### src/rtl/mux41_rr_arbiter_pkg.sv
// ---------------------------------------------------------------------------
// mux41_arb_pkg
// Shared definitions for the 4:1 round-robin mux arbiter slice.
//   arb_state_t              : FSM state enum (IDLE, GRANT)
//   MUX41_ARB_N              : number of requesters
//   MUX41_ARB_DW_DEF         : default data width
//   MUX41_ARB_BURST_MAX_DEF  : default maximum beats per grant (burst build)
// ---------------------------------------------------------------------------
package mux41_arb_pkg;

    localparam int MUX41_ARB_N             = 4;
    localparam int MUX41_ARB_DW_DEF        = 2;
    localparam int MUX41_ARB_BURST_MAX_DEF = 4;

    typedef enum logic [0:0] {
        IDLE  = 1'b0,
        GRANT = 1'b1
    } arb_state_t;

endpackage

### src/rtl/mux41_rr_arbiter_if.sv
// ---------------------------------------------------------------------------
// mux41_rr_arbiter_if
// Bundles the four requester channels, the shared output channel and the
// arbiter status signals.
//   in_valid[3:0], in_data0..3 : requester side (driven by producers)
//   in_ready[3:0]              : per-requester ready (one-hot or zero)
//   out_valid, out_data        : muxed output channel
//   out_ready                  : downstream ready
//   sel, busy                  : registered select and GRANT indicator
// Handshake semantics (all channels): a beat transfers on a rising clk edge
// where valid and ready are both high; valid does not depend on ready.
// Modports:
//   master : producer/consumer side (testbench or surrounding logic)
//   slave  : the arbiter
// ---------------------------------------------------------------------------
interface mux41_rr_arbiter_if
    import mux41_arb_pkg::*;
#(
    parameter int DW = MUX41_ARB_DW_DEF
);
    logic [MUX41_ARB_N-1:0] in_valid;
    logic [DW-1:0]          in_data0;
    logic [DW-1:0]          in_data1;
    logic [DW-1:0]          in_data2;
    logic [DW-1:0]          in_data3;
    logic [MUX41_ARB_N-1:0] in_ready;
    logic                   out_valid;
    logic [DW-1:0]          out_data;
    logic                   out_ready;
    logic [1:0]             sel;
    logic                   busy;

    modport master (
        output in_valid, in_data0, in_data1, in_data2, in_data3, out_ready,
        input  in_ready, out_valid, out_data, sel, busy
    );

    modport slave (
        input  in_valid, in_data0, in_data1, in_data2, in_data3, out_ready,
        output in_ready, out_valid, out_data, sel, busy
    );
endinterface

### src/rtl/mux41_rr_arbiter_rr_pick4.sv
// ---------------------------------------------------------------------------
// rr_pick4
// Combinational round-robin picker: returns the first set bit of req when
// scanning ptr, ptr+1, ptr+2, ptr+3 (mod 4).
//   req[3:0] : request vector
//   ptr[1:0] : highest-priority index
//   found    : any request set
//   idx[1:0] : chosen index (equals ptr when nothing is found)
// ---------------------------------------------------------------------------
module rr_pick4 (
    input  logic [3:0] req,
    input  logic [1:0] ptr,
    output logic       found,
    output logic [1:0] idx
);
    logic [1:0] cand;

    // Scan from the farthest offset down to offset 0 so the closest
    // request to ptr is the last (winning) assignment.
    always_comb begin
        found = 1'b0;
        idx   = ptr;
        cand  = ptr;
        for (int i = 3; i >= 0; i--) begin
            cand = ptr + 2'(i);
            if (req[cand]) begin
                found = 1'b1;
                idx   = cand;
            end
        end
    end
endmodule

### src/rtl/mux41_rr_arbiter.sv
// ---------------------------------------------------------------------------
// mux41_rr_arbiter
// Round-robin arbiter sharing one DW-bit 4:1 mux output among four
// valid/ready requesters. Grants are registered (sel); data, out_valid and
// in_ready are combinational from sel/state and the current inputs.
// Ports:
//   clk   : rising-edge clock
//   rst_n : asynchronous active-low reset
//   bus   : mux41_rr_arbiter_if.slave (requesters, output channel, sel, busy)
// Parameters:
//   DW        : data width
//   BURST_MAX : max beats per grant in burst build (1..15)
// Build option:
//   MUX41_ARB_BURST_EN defined   -> keep the grant for up to BURST_MAX beats
//   MUX41_ARB_BURST_EN undefined -> release after every beat
// ---------------------------------------------------------------------------
module mux41_rr_arbiter
    import mux41_arb_pkg::*;
#(
    parameter int DW        = MUX41_ARB_DW_DEF,
    parameter int BURST_MAX = MUX41_ARB_BURST_MAX_DEF
) (
    input  logic                 clk,
    input  logic                 rst_n,
    mux41_rr_arbiter_if.slave    bus
);
    localparam logic [0:0] ST_IDLE  = 1'(IDLE);
    localparam logic [0:0] ST_GRANT = 1'(GRANT);

    if (BURST_MAX < 1 || BURST_MAX > 15) begin : g_bad_burst_max
        $error("mux41_rr_arbiter: BURST_MAX out of range 1..15");
    end

    logic [0:0]  state;
    logic [1:0]  sel_q;
    logic [1:0]  ptr_q;
    logic        found;
    logic [1:0]  pick_idx;
    logic        granted;
    logic        cur_valid;
    logic        hs;
    logic        release_now;

    assign granted   = (state == ST_GRANT);
    assign cur_valid = bus.in_valid[sel_q];
    assign hs        = granted & cur_valid & bus.out_ready;

`ifdef MUX41_ARB_BURST_EN
    localparam logic [3:0] BEAT_LAST = 4'(BURST_MAX - 1);
    logic [3:0] beat_cnt;

    // A requester that drops valid mid-burst is caught by the withdrawal
    // path on the following cycle, so only the beat limit releases here.
    assign release_now = hs & (beat_cnt == BEAT_LAST);

    always_ff @(posedge clk or negedge rst_n) begin
        if (!rst_n) begin
            beat_cnt <= 4'd0;
        end else if (!granted || !cur_valid || release_now) begin
            beat_cnt <= 4'd0;
        end else if (hs) begin
            beat_cnt <= beat_cnt + 4'd1;
        end
    end
`else
    assign release_now = hs;
`endif

    rr_pick4 u_pick (
        .req   (bus.in_valid),
        .ptr   (ptr_q),
        .found (found),
        .idx   (pick_idx)
    );

    always_ff @(posedge clk or negedge rst_n) begin
        if (!rst_n) begin
            state <= ST_IDLE;
            sel_q <= 2'd0;
            ptr_q <= 2'd0;
        end else begin
            case (state)
                ST_IDLE: begin
                    if (found) begin
                        sel_q <= pick_idx;
                        state <= ST_GRANT;
                    end
                end
                ST_GRANT: begin
                    // Withdrawal and release both hand priority to the next
                    // requester after the current one.
                    if (!cur_valid || release_now) begin
                        ptr_q <= sel_q + 2'd1;
                        state <= ST_IDLE;
                    end
                end
                default: state <= ST_IDLE;
            endcase
        end
    end

    // Key/value mux keyed on sel: each key selects its requester's data.
    logic [DW-1:0] data_arr [MUX41_ARB_N];
    assign data_arr[0] = bus.in_data0;
    assign data_arr[1] = bus.in_data1;
    assign data_arr[2] = bus.in_data2;
    assign data_arr[3] = bus.in_data3;

    always_comb begin
        bus.out_data = data_arr[0];
        for (int k = 0; k < MUX41_ARB_N; k++) begin
            if (sel_q == 2'(k)) begin
                bus.out_data = data_arr[k];
            end
        end
    end

    assign bus.out_valid = granted & cur_valid;
    assign bus.in_ready  = granted ? (4'({3'b000, bus.out_ready}) << sel_q) : 4'b0000;
    assign bus.sel       = sel_q;
    assign bus.busy      = granted;
endmodule

### src/flat_wrapper.sv
// flat-port wrapper written by rule: the top's interface ports become plain ports
module mux41_rr_arbiter_flat import mux41_arb_pkg::*;
#(
    parameter int DW        = MUX41_ARB_DW_DEF,
    parameter int BURST_MAX = MUX41_ARB_BURST_MAX_DEF
)
  (clk, rst_n, bus_in_valid, bus_in_data0, bus_in_data1, bus_in_data2, bus_in_data3, bus_out_ready, bus_in_ready, bus_out_valid, bus_out_data, bus_sel, bus_busy);
  mux41_rr_arbiter_if #(.DW(DW)) bus_i ();
  input  logic clk;
  input  logic rst_n;
  input wire logic [$bits(bus_i.in_valid)-1:0] bus_in_valid;
  input wire logic [$bits(bus_i.in_data0)-1:0] bus_in_data0;
  input wire logic [$bits(bus_i.in_data1)-1:0] bus_in_data1;
  input wire logic [$bits(bus_i.in_data2)-1:0] bus_in_data2;
  input wire logic [$bits(bus_i.in_data3)-1:0] bus_in_data3;
  input wire logic [$bits(bus_i.out_ready)-1:0] bus_out_ready;
  output wire logic [$bits(bus_i.in_ready)-1:0] bus_in_ready;
  output wire logic [$bits(bus_i.out_valid)-1:0] bus_out_valid;
  output wire logic [$bits(bus_i.out_data)-1:0] bus_out_data;
  output wire logic [$bits(bus_i.sel)-1:0] bus_sel;
  output wire logic [$bits(bus_i.busy)-1:0] bus_busy;
  assign bus_i.in_valid = bus_in_valid;
  assign bus_i.in_data0 = bus_in_data0;
  assign bus_i.in_data1 = bus_in_data1;
  assign bus_i.in_data2 = bus_in_data2;
  assign bus_i.in_data3 = bus_in_data3;
  assign bus_i.out_ready = bus_out_ready;
  assign bus_in_ready = bus_i.in_ready;
  assign bus_out_valid = bus_i.out_valid;
  assign bus_out_data = bus_i.out_data;
  assign bus_sel = bus_i.sel;
  assign bus_busy = bus_i.busy;
  mux41_rr_arbiter #(.DW(DW), .BURST_MAX(BURST_MAX)) u_core (.clk(clk), .rst_n(rst_n), .bus(bus_i));
endmodule
### config.mk
export PLATFORM = sky130hd
export DESIGN_NAME = mux41_rr_arbiter_flat
export DESIGN_NICKNAME = d
export VERILOG_FILES = /design/src/rtl/mux41_rr_arbiter_pkg.sv /design/src/rtl/mux41_rr_arbiter_if.sv /design/src/rtl/mux41_rr_arbiter_rr_pick4.sv /design/src/rtl/mux41_rr_arbiter.sv /design/src/flat_wrapper.sv
export SDC_FILE = /design/constraint.sdc
export NUM_CORES = 1
export LEC_CHECK = 0
export ABC_AREA = 0
export CORE_AREA = 2 2 40 42
export DETAILED_ROUTE_END_ITERATION = 10
export DIE_AREA = 0 0 42 44
export PLACE_DENSITY = 0.84
export SLEW_MARGIN = 20
export SYNTH_ARGS = -nofsm -noshare
export SYNTH_HDL_FRONTEND = slang
export SYNTH_SLANG_ARGS = --single-unit
export TNS_END_PERCENT = 5
### constraint.sdc
create_clock -name clk -period 2.1 [get_ports clk]
set_clock_uncertainty 0.05 [all_clocks]
set_input_delay 0.21 -clock clk [delete_from_list [all_inputs] [get_ports clk]]
set_output_delay 0.21 -clock clk [all_outputs]
set_load 0.01 [all_outputs]
==> impl_table.tex, run 1 <==
\begin{tabular}{lr}
\hline
Metric & Value \\
\hline
\multicolumn{2}{l}{\textbf{Cells and area}} \\
\quad Ant diodes & 0 \\
\quad Net total in the final layout & 113 \\
\quad Non-filler cells, final & 110 \\
\quad P\&R area growth vs syn & 65.9\% \\
\quad Commonest cells after routing, fill and taps aside & clkdlybuf4s50\_1 (22), nand2\_1 (6), nor2\_1 (6), buf\_4 (6) \\
\quad Proportion of layout cells with a drive suffix above 1 & 18.1\% \\
\quad Most common cell after layout, fill and taps aside & clkdlybuf4s50\_1 \\
\multicolumn{2}{l}{\textbf{Global route}} \\
\quad Global route total overflow & 0 \\
\quad Antenna violations before repair & 0 \\
\quad Maximum number of pins on one net before global-route repair & 13 \\
\quad Total GRT Usage & 16.0\% \\
\quad Global-route wire length before repair & 2240 um \\
\quad Number of global-route vias before repair & 519 \\
\multicolumn{2}{l}{\textbf{Floorplanning}} \\
\quad Vertical die dimension & 44 um \\
\quad Site row count & 14 \\
\quad Die area & 1850 sq um \\
\quad Initial standard-cell utilization of the core & 36.4\% \\
\quad Std-Cell Core Area & 1420 sq um \\
\quad Ports placed on the boundary & 25 \\
\quad Die outline width & 42 um \\
\multicolumn{2}{l}{\textbf{Power}} \\
\quad Static power due to leakage & 0.357 nW \\
\quad PnR Total Power & 990 uW \\
\quad Proportion of total power due to net switching & 41.5\% \\
\quad Max IR drop VDD & 0.753 mV \\
\quad Reg power frac & 22.0\% \\
\quad Internal power & 578 uW \\
\quad Clock group share of total power & 11.2\% \\
\quad Gate power share & 66.9\% \\
\quad PwrDens & 1150 nW/um\^{}2 \\
\quad Sw power & 411 uW \\
\multicolumn{2}{l}{\textbf{CTS}} \\
\quad Clock root buffer master & clkbuf\_4 \\
\quad Total number of clock tree sinks & 5 \\
\quad Worst-skew pair later-pin latency & 0.24 ns \\
\quad Setup Buffers After CTS & 0 \\
\quad H-tree depth & 1 \\
\quad Clock transition at the register clock pins on the worst setup and hold paths after CTS & 0.04 ns \\
\quad TritonCTS Buffers & 3 \\
\quad CTS tree & done \\
\quad Number of buffers between clock root and the deepest sink & 2 \\
\multicolumn{2}{l}{\textbf{Critical path}} \\
\quad Worst Path Required & 1.84 ns \\
\quad Startpoint types & register \\
\quad Worst setup path category & reg2out \\
\quad Worst EP arrival & 1.75 ns \\
\quad Highest fanout seen on the critical path & 8 \\
\quad CP endpoint kind & primary output \\
\multicolumn{2}{l}{\textbf{Placed design}} \\
\quad Port bufs & 24 \\
\quad Placed Instances & 106 \\
\quad RD Place Congestion & 0.844 \\
\quad Total half-perimeter wirelength after legalization and detailed placement & 1090 um \\
\multicolumn{2}{l}{\textbf{Status}} \\
\quad Outcome & complete, no violations \\
\multicolumn{2}{l}{\textbf{Route}} \\
\quad Overall via count from detail\_route & 571 \\
\quad Number of violations reported at the end of detailed-routing iteration 0 & 18 \\
\quad Remaining antenna violation count after routing & 0 \\
\quad Final wirelength & 1350 um \\
\quad Final routed wire length divided by cell count & 12.2 um \\
\quad Detailed-route vias per instance & 5.19 \\
\quad Residual DRC & 0 \\
\quad Number of search-and-repair iterations in the first detailed-routing pass & 4 \\
\multicolumn{2}{l}{\textbf{Timing}} \\
\quad Post-route fraction of the period consumed by the critical path & 95.7\% \\
\quad Highest achievable clock rate & 0.498 GHz \\
\quad Final critical-path required period & 2.01 ns \\
\quad Final-report hold violation count & 0 \\
\quad Unrepaired setup endpoints after global routing & yes \\
\quad Count of final max-slew check failures & 0 \\
\quad Worst slack on hold paths & 0.136 ns \\
\quad Worst slew slack as a fraction of its limit & 71.2\% \\
\quad Total negative setup slack & 0 ns \\
\quad Final setup viols & 0 \\
\quad Pin slew with the least headroom to its limit & 0.421 ns \\
\multicolumn{2}{l}{\textbf{Logic synthesis}} \\
\quad Synthesized Nets & 80 \\
\quad Warnings, synthesis & 0 \\
\quad Asr flop ratio synth & 100\% \\
\quad Netlist Area Pre-Place & 517 sq um \\
\quad Number of standard cells after synthesis & 62 \\
\quad Dominant register cell in the synthesized netlist & dfrtp\_1 \\
\quad Total of flip-flops plus latches after synthesis & 5 \\
\quad Sequential element share of the synthesized area & 24.2\% \\
\quad Post-synthesis cell type count & 27 \\
\quad Post-Syn Area per Cell & 8.33 sq um \\
\quad Count of flip-flops with a built-in enable after synthesis & 0 \\
\multicolumn{2}{l}{\textbf{Run}} \\
\quad Number of max-cap violations & 0 \\
\multicolumn{2}{l}{\textbf{Min path}} \\
\quad Type of the most critical hold path & in2async \\
\hline
\end{tabular}
-- flip-flops by register name, summed over array words and instances (netlist names) --
| name | count |
|---|---|
| u_core.bus.sel | 2 |
| u_core.bus.busy | 1 |
| u_core.ptr_q | 2 |
-- synthesized netlist by cell type, drive strengths merged, types with 2 or more instances --
cell	count	area, sq um
nand2	6	22.5
inv	5	18.8
ha	3	37.5
mux2	2	22.5
nand2b	2	12.5
a2111oi	2	23.8
o21ai	5	25.0
dfrtp	5	125
nor2	6	22.5
o21a	2	15.0
clkbuf	2	8.75
or2	2	12.5
o211ai	2	15.0
mux2i	5	50.1
nor3	2	10.0
nor2b	3	18.8
-- worst paths after layout --
kind | start | endpoint | slack (ns) | depth (start not counted)
min in group clk | u_core.ptr_q[0] | u_core.ptr_q[0] | 0.58 | 2
worst max-delay path | u_core.bus.sel[1] | bus_out_valid | 0.09 | 5
worst min-delay path | rst_n | u_core.bus.sel[1] | 0.14 | 1
worst min register to register | u_core.ptr_q[0] | u_core.ptr_q[0] | 0.58 | 2
worst max register to register | u_core.bus.sel[0] | u_core.ptr_q[1] | 0.56 | 4
max in group asynchronous | rst_n | u_core.bus.sel[0] | 1.67 | 1
-- power by group through the flow --
| stage | Combinational (mW) | Clock, mW | Sequential (mW) |
|---|---|---|---|
| 3_3_place_gp | 0.640 | 0 | 0.212 |
| 6_report | 0.662 | 0.111 | 0.217 |
| 2_1_floorplan | 0.363 | 0 | 0.214 |
| 4_1_cts | 0.647 | 0.116 | 0.213 |
| 3_5_place_dp | 0.660 | 0 | 0.214 |
| 5_1_grt | 0.728 | 0.125 | 0.227 |
-- final cells by class --
class                      count  area [sq um]
clock buffer                   4          26.3
tap                           16          20.0
sequential                     5           125
fill                         123           562
inverter                       5          18.8
timing repair buffer          30           283
multi-input combinational     50           384
-- logic make-up (layout without fill, tap and decap cells) --
kind of cell | Yosys count | in the layout | share of synthesized area (%)
mux | 7 | 7 | 14.0
buf+inv | 7 | 39 | 5.33
simple gates | 25 | 25 | 26.9
compound gates | 15 | 15 | 22.3
fa+ha+maj | 3 | 3 | 7.26
flops | 5 | 5 | 24.2
-- critical path, stage by stage (launching register included) --
cell and delay [ns]:
dfrtp_1 0.33, buf_4 0.17, mux2i_2 0.26, nand2_1 0.10, and3_1 0.18, clkdlybuf4s50_1 0.47
-- metrics by stage --
step	utilization, %	instance area (sq um)	setup WS, ns
2_1_floorplan	-	517	0.454
3_3_place_gp	57.3	813	0.200
3_5_place_dp	57.3	813	0.122
4_1_cts	59.2	840	0.0604
5_1_grt	60.4	857	-0.00910
6_report	60.4	857	0.0900
-- repair_timing --
item                                    CTS  global route
cloned                                    0             0
hold buffers                              0             0
pin swaps                                 0             0
gates resized for setup                   3             3
endpoints found under the setup margin    2             2
-- layer usage --
layer / part of all wire (%) / wire [um] / global-route usage, %
met1: 46 / 620 / 21.5
met2: 45 / 609 / 25.0
met3: 8.6 / 116 / 6.25
met4: 0 / 0 / 2.58
met5: 0 / 0 / 0
(Power assumes the default switching activity.)
==> run 2, diff against run 1 <==
--- a/config.mk
+++ b/config.mk
@@ -6,9 +6,9 @@
 export NUM_CORES = 1
 export LEC_CHECK = 0
 export ABC_AREA = 0
-export CORE_AREA = 2 2 40 42
+export CORE_AREA = 8 8 46 48
 export DETAILED_ROUTE_END_ITERATION = 10
-export DIE_AREA = 0 0 42 44
+export DIE_AREA = 0 0 54 56
 export PLACE_DENSITY = 0.84
 export SLEW_MARGIN = 20
 export SYNTH_ARGS = -nofsm -noshare
==> run 2 against run 1 <==
Compared with the run above:
- register-to-register slack gained 0.10 ns
- utilization grew 0.22 points
- die area grew 64%
- largest cell class unchanged
- highest routed layer is now met4
==> impl_table.tex, run 2 (same netlist as run 1, synthesis figures left out) <==
\begin{tabular}{lr}
\hline
Metric & Value \\
\hline
\multicolumn{2}{l}{\textbf{Floorplanning}} \\
\quad Site row count & 14 (unchanged) \\
\quad Initial standard-cell utilization of the core & 36.0\% (-0.44 points) \\
\quad Vertical die dimension & 56 um (+27\%) \\
\quad Std-Cell Core Area & 1440 sq um (+1.2\%) \\
\quad Ports placed on the boundary & 25 (unchanged) \\
\quad Die outline width & 54 um (+29\%) \\
\quad Die area & 3020 sq um (+64\%) \\
\multicolumn{2}{l}{\textbf{Cells and area}} \\
\quad Ant diodes & 0 (unchanged) \\
\quad Post-layout util & 60.6\% (+0.22 points) \\
\quad Final instance area & 871 sq um (+1.6\%) \\
\quad Net total in the final layout & 113 (unchanged) \\
\quad Multi-input gate area in the final layout & 393 sq um (+2.3\%) \\
\quad Filler cell count in the final layout & 119 (-3.3\%) \\
\quad Commonest cells after routing, fill and taps aside & clkdlybuf4s50\_1 (22), nand2\_1 (6), nor2\_1 (6) \\
\quad Proportion of layout cells with a drive suffix above 1 & 19.1\% (+1.1 points) \\
\quad Area taken by flip-flops and latches & 126 sq um (+1.0\%) \\
\quad Most common cell after layout, fill and taps aside & clkdlybuf4s50\_1 \\
\quad P\&R area growth vs syn & 68.5\% \\
\multicolumn{2}{l}{\textbf{CTS}} \\
\quad H-tree depth & 1 (unchanged) \\
\quad Setup Buffers After CTS & 0 (unchanged) \\
\quad CTS tree & done \\
\quad Clock root buffer master & clkbuf\_4 \\
\quad Worst-skew pair later-pin latency & 0.24 ns (about the same) \\
\quad Hold buffer count at CTS & 0 (unchanged) \\
\quad Total number of clock tree sinks & 5 (unchanged) \\
\quad Number of buffers between clock root and the deepest sink & 2 (unchanged) \\
\quad Clock transition at the register clock pins on the worst setup and hold paths after CTS & 0.04 ns (about the same) \\
\quad TritonCTS Buffers & 3 (unchanged) \\
\multicolumn{2}{l}{\textbf{Route}} \\
\quad Final routed wire length divided by cell count & 14.0 um (+14\%) \\
\quad Number of search-and-repair iterations in the first detailed-routing pass & 4 (unchanged) \\
\quad Remaining antenna violation count after routing & 0 (unchanged) \\
\quad Overall via count from detail\_route & 557 (-2.5\%) \\
\quad Final wirelength & 1540 um (+14\%) \\
\quad Detailed-route vias per instance & 5.06 (-2.5\%) \\
\quad Number of violations reported at the end of detailed-routing iteration 0 & 8 (-10) \\
\quad Residual DRC & 0 (unchanged) \\
\multicolumn{2}{l}{\textbf{Timing}} \\
\quad Final-report hold violation count & 0 (unchanged) \\
\quad Final critical-path required period & 2.05 ns (+0.0434 ns) \\
\quad Worst slew slack as a fraction of its limit & 71.6\% (+0.40 points) \\
\quad Unrepaired setup endpoints after global routing & yes \\
\quad Pin slew with the least headroom to its limit & 0.415 ns (-0.00583 ns) \\
\quad Count of final max-slew check failures & 0 (unchanged) \\
\quad Final setup viols & 0 (unchanged) \\
\quad Highest achievable clock rate & 0.487 GHz (-2.1\%) \\
\quad Post-route fraction of the period consumed by the critical path & 97.8\% (+2.1 points) \\
\multicolumn{2}{l}{\textbf{Global route}} \\
\quad Most Crowded Layer GR & met2 \\
\quad Met3 track demand over resource & 3.48\% (-2.8 points) \\
\quad Global route total overflow & 0 (unchanged) \\
\quad Global-route wire length before repair & 2440 um (+8.6\%) \\
\quad Number of global-route vias before repair & 546 (+5.2\%) \\
\quad GR Layer Usage met2 & 15.9\% (-9.1 points) \\
\quad Antenna violations before repair & 0 (unchanged) \\
\quad Maximum number of pins on one net before global-route repair & 10 (-3) \\
\quad Total GRT Usage & 10.3\% (-5.7 points) \\
\quad GR met1 Demand/Resource & 11.8\% (-9.7 points) \\
\multicolumn{2}{l}{\textbf{Critical path}} \\
\quad CP endpoint kind & primary output \\
\quad Cells traversed along the worst timing path & buf\_6 > mux2i\_4 > nand2\_1 > and3\_1 > clkdlybuf4s50\_1 \\
\quad Worst Path Required & 1.84 ns (about the same) \\
\quad Worst EP arrival & 1.79 ns (+0.04 ns) \\
\quad Maximum cell stage delay along the critical path & 0.48 ns (about the same) \\
\quad Worst setup path category & reg2out \\
\quad Buffer and inverter count on the worst path & 2 (unchanged) \\
\quad Startpoint types & register \\
\quad Highest fanout seen on the critical path & 8 (unchanged) \\
\quad Cell type of the slowest stage on the worst timing path & clkdlybuf4s50\_1 \\
\quad Kind of cell with the highest combined delay on the critical path & buffers and inverters \\
\multicolumn{2}{l}{\textbf{Status}} \\
\quad Outcome & complete, no violations \\
\multicolumn{2}{l}{\textbf{Placed design}} \\
\quad Total half-perimeter wirelength after legalization and detailed placement & 1280 um (+18\%) \\
\quad Placed inst area & 813 sq um (unchanged) \\
\quad Port bufs & 24 (unchanged) \\
\quad RD Place Congestion & 0.810 (-4.1\%) \\
\multicolumn{2}{l}{\textbf{Power}} \\
\quad PnR Total Power & 1.03 mW (+4.3\%) \\
\quad PwrDens & 1190 nW/um\^{}2 (+2.7\%) \\
\quad Static power due to leakage & 0.358 nW (+0.23\%) \\
\quad Max IR drop VDD & 0.839 mV (+11\%) \\
\multicolumn{2}{l}{\textbf{Min path}} \\
\quad Type of the most critical hold path & in2async \\
\multicolumn{2}{l}{\textbf{Run}} \\
\quad Number of max-cap violations & 0 (unchanged) \\
\hline
\end{tabular}
## run 2: changes by cell type in the layout (fill, tap and decap cells not counted)
cell     delta
dfrtp_2     +1
buf_6       +1
mux2i_4     +1
dfrtp_1     -1
mux2i_2     -1
buf_4       -1
## run 2: repair_timing
| item | CTS | global route |
|---|---|---|
| endpoints found under the setup margin | 3 | 3 |
| cloned | 0 | 0 |
| resized for setup | 4 | 5 |
| pin swaps | 0 | 0 |
## run 2: power by group
| part | switching [mW] | internal (mW) |
|---|---|---|
| Clock | 0.0349 | 0.0715 |
| Sequential | 0.0609 | 0.147 |
| Combinational | 0.331 | 0.387 |
## run 2: through the flow
step | TNS (ns) | hold slack [ns] | setup WS (ns) | std cells
final | 0 | 0.136 | 0.0467 | 110
after floorplan | 0 | -0.136 | 0.454 | 62
after global placement | 0 | 0.387 | 0.128 | 106
after detailed placement | 0 | 0.391 | 0.0918 | 106
after CTS | 0 | 0.134 | 0.00294 | 110
after global routing | -0.0220 | 0.146 | -0.0199 | 110
## run 2: area by class of cell
cell class,count,share of cell area (%)
Clock buffer,4,3.02
Tap cell,16,2.30
Timing Repair Buffer,30,32.9
Inverter,5,2.16
Sequential cell,5,14.5
Multi-Input combinational cell,50,45.1
## run 2: layer usage
metal	vias up	routed length, um
met1	238	620
li1	288	-
met3	6	153
met4	0	62
met5	-	0
met2	25	700
## run 2: worst paths after layout
path                                    from                 to  slack [ns]  depth (start not counted)
max                        u_core.bus.sel[1]      bus_out_valid        0.05                          5
min                                    rst_n    u_core.ptr_q[0]        0.14                          1
max reg2reg                u_core.bus.sel[0]    u_core.ptr_q[1]        0.66                          4
min reg2reg                  u_core.ptr_q[1]    u_core.ptr_q[1]        0.56                          2
max in group asynchronous              rst_n  u_core.bus.sel[0]        1.66                          1
min in group clk             u_core.ptr_q[1]    u_core.ptr_q[1]        0.56                          2
## run 2: worst reg2reg max path, stage by stage (launching register included)
cell and delay, ns:
dfrtp_2 0.44, buf_4 0.17, or2_2 0.29, o221ai_1 0.20, mux2i_1 0.22
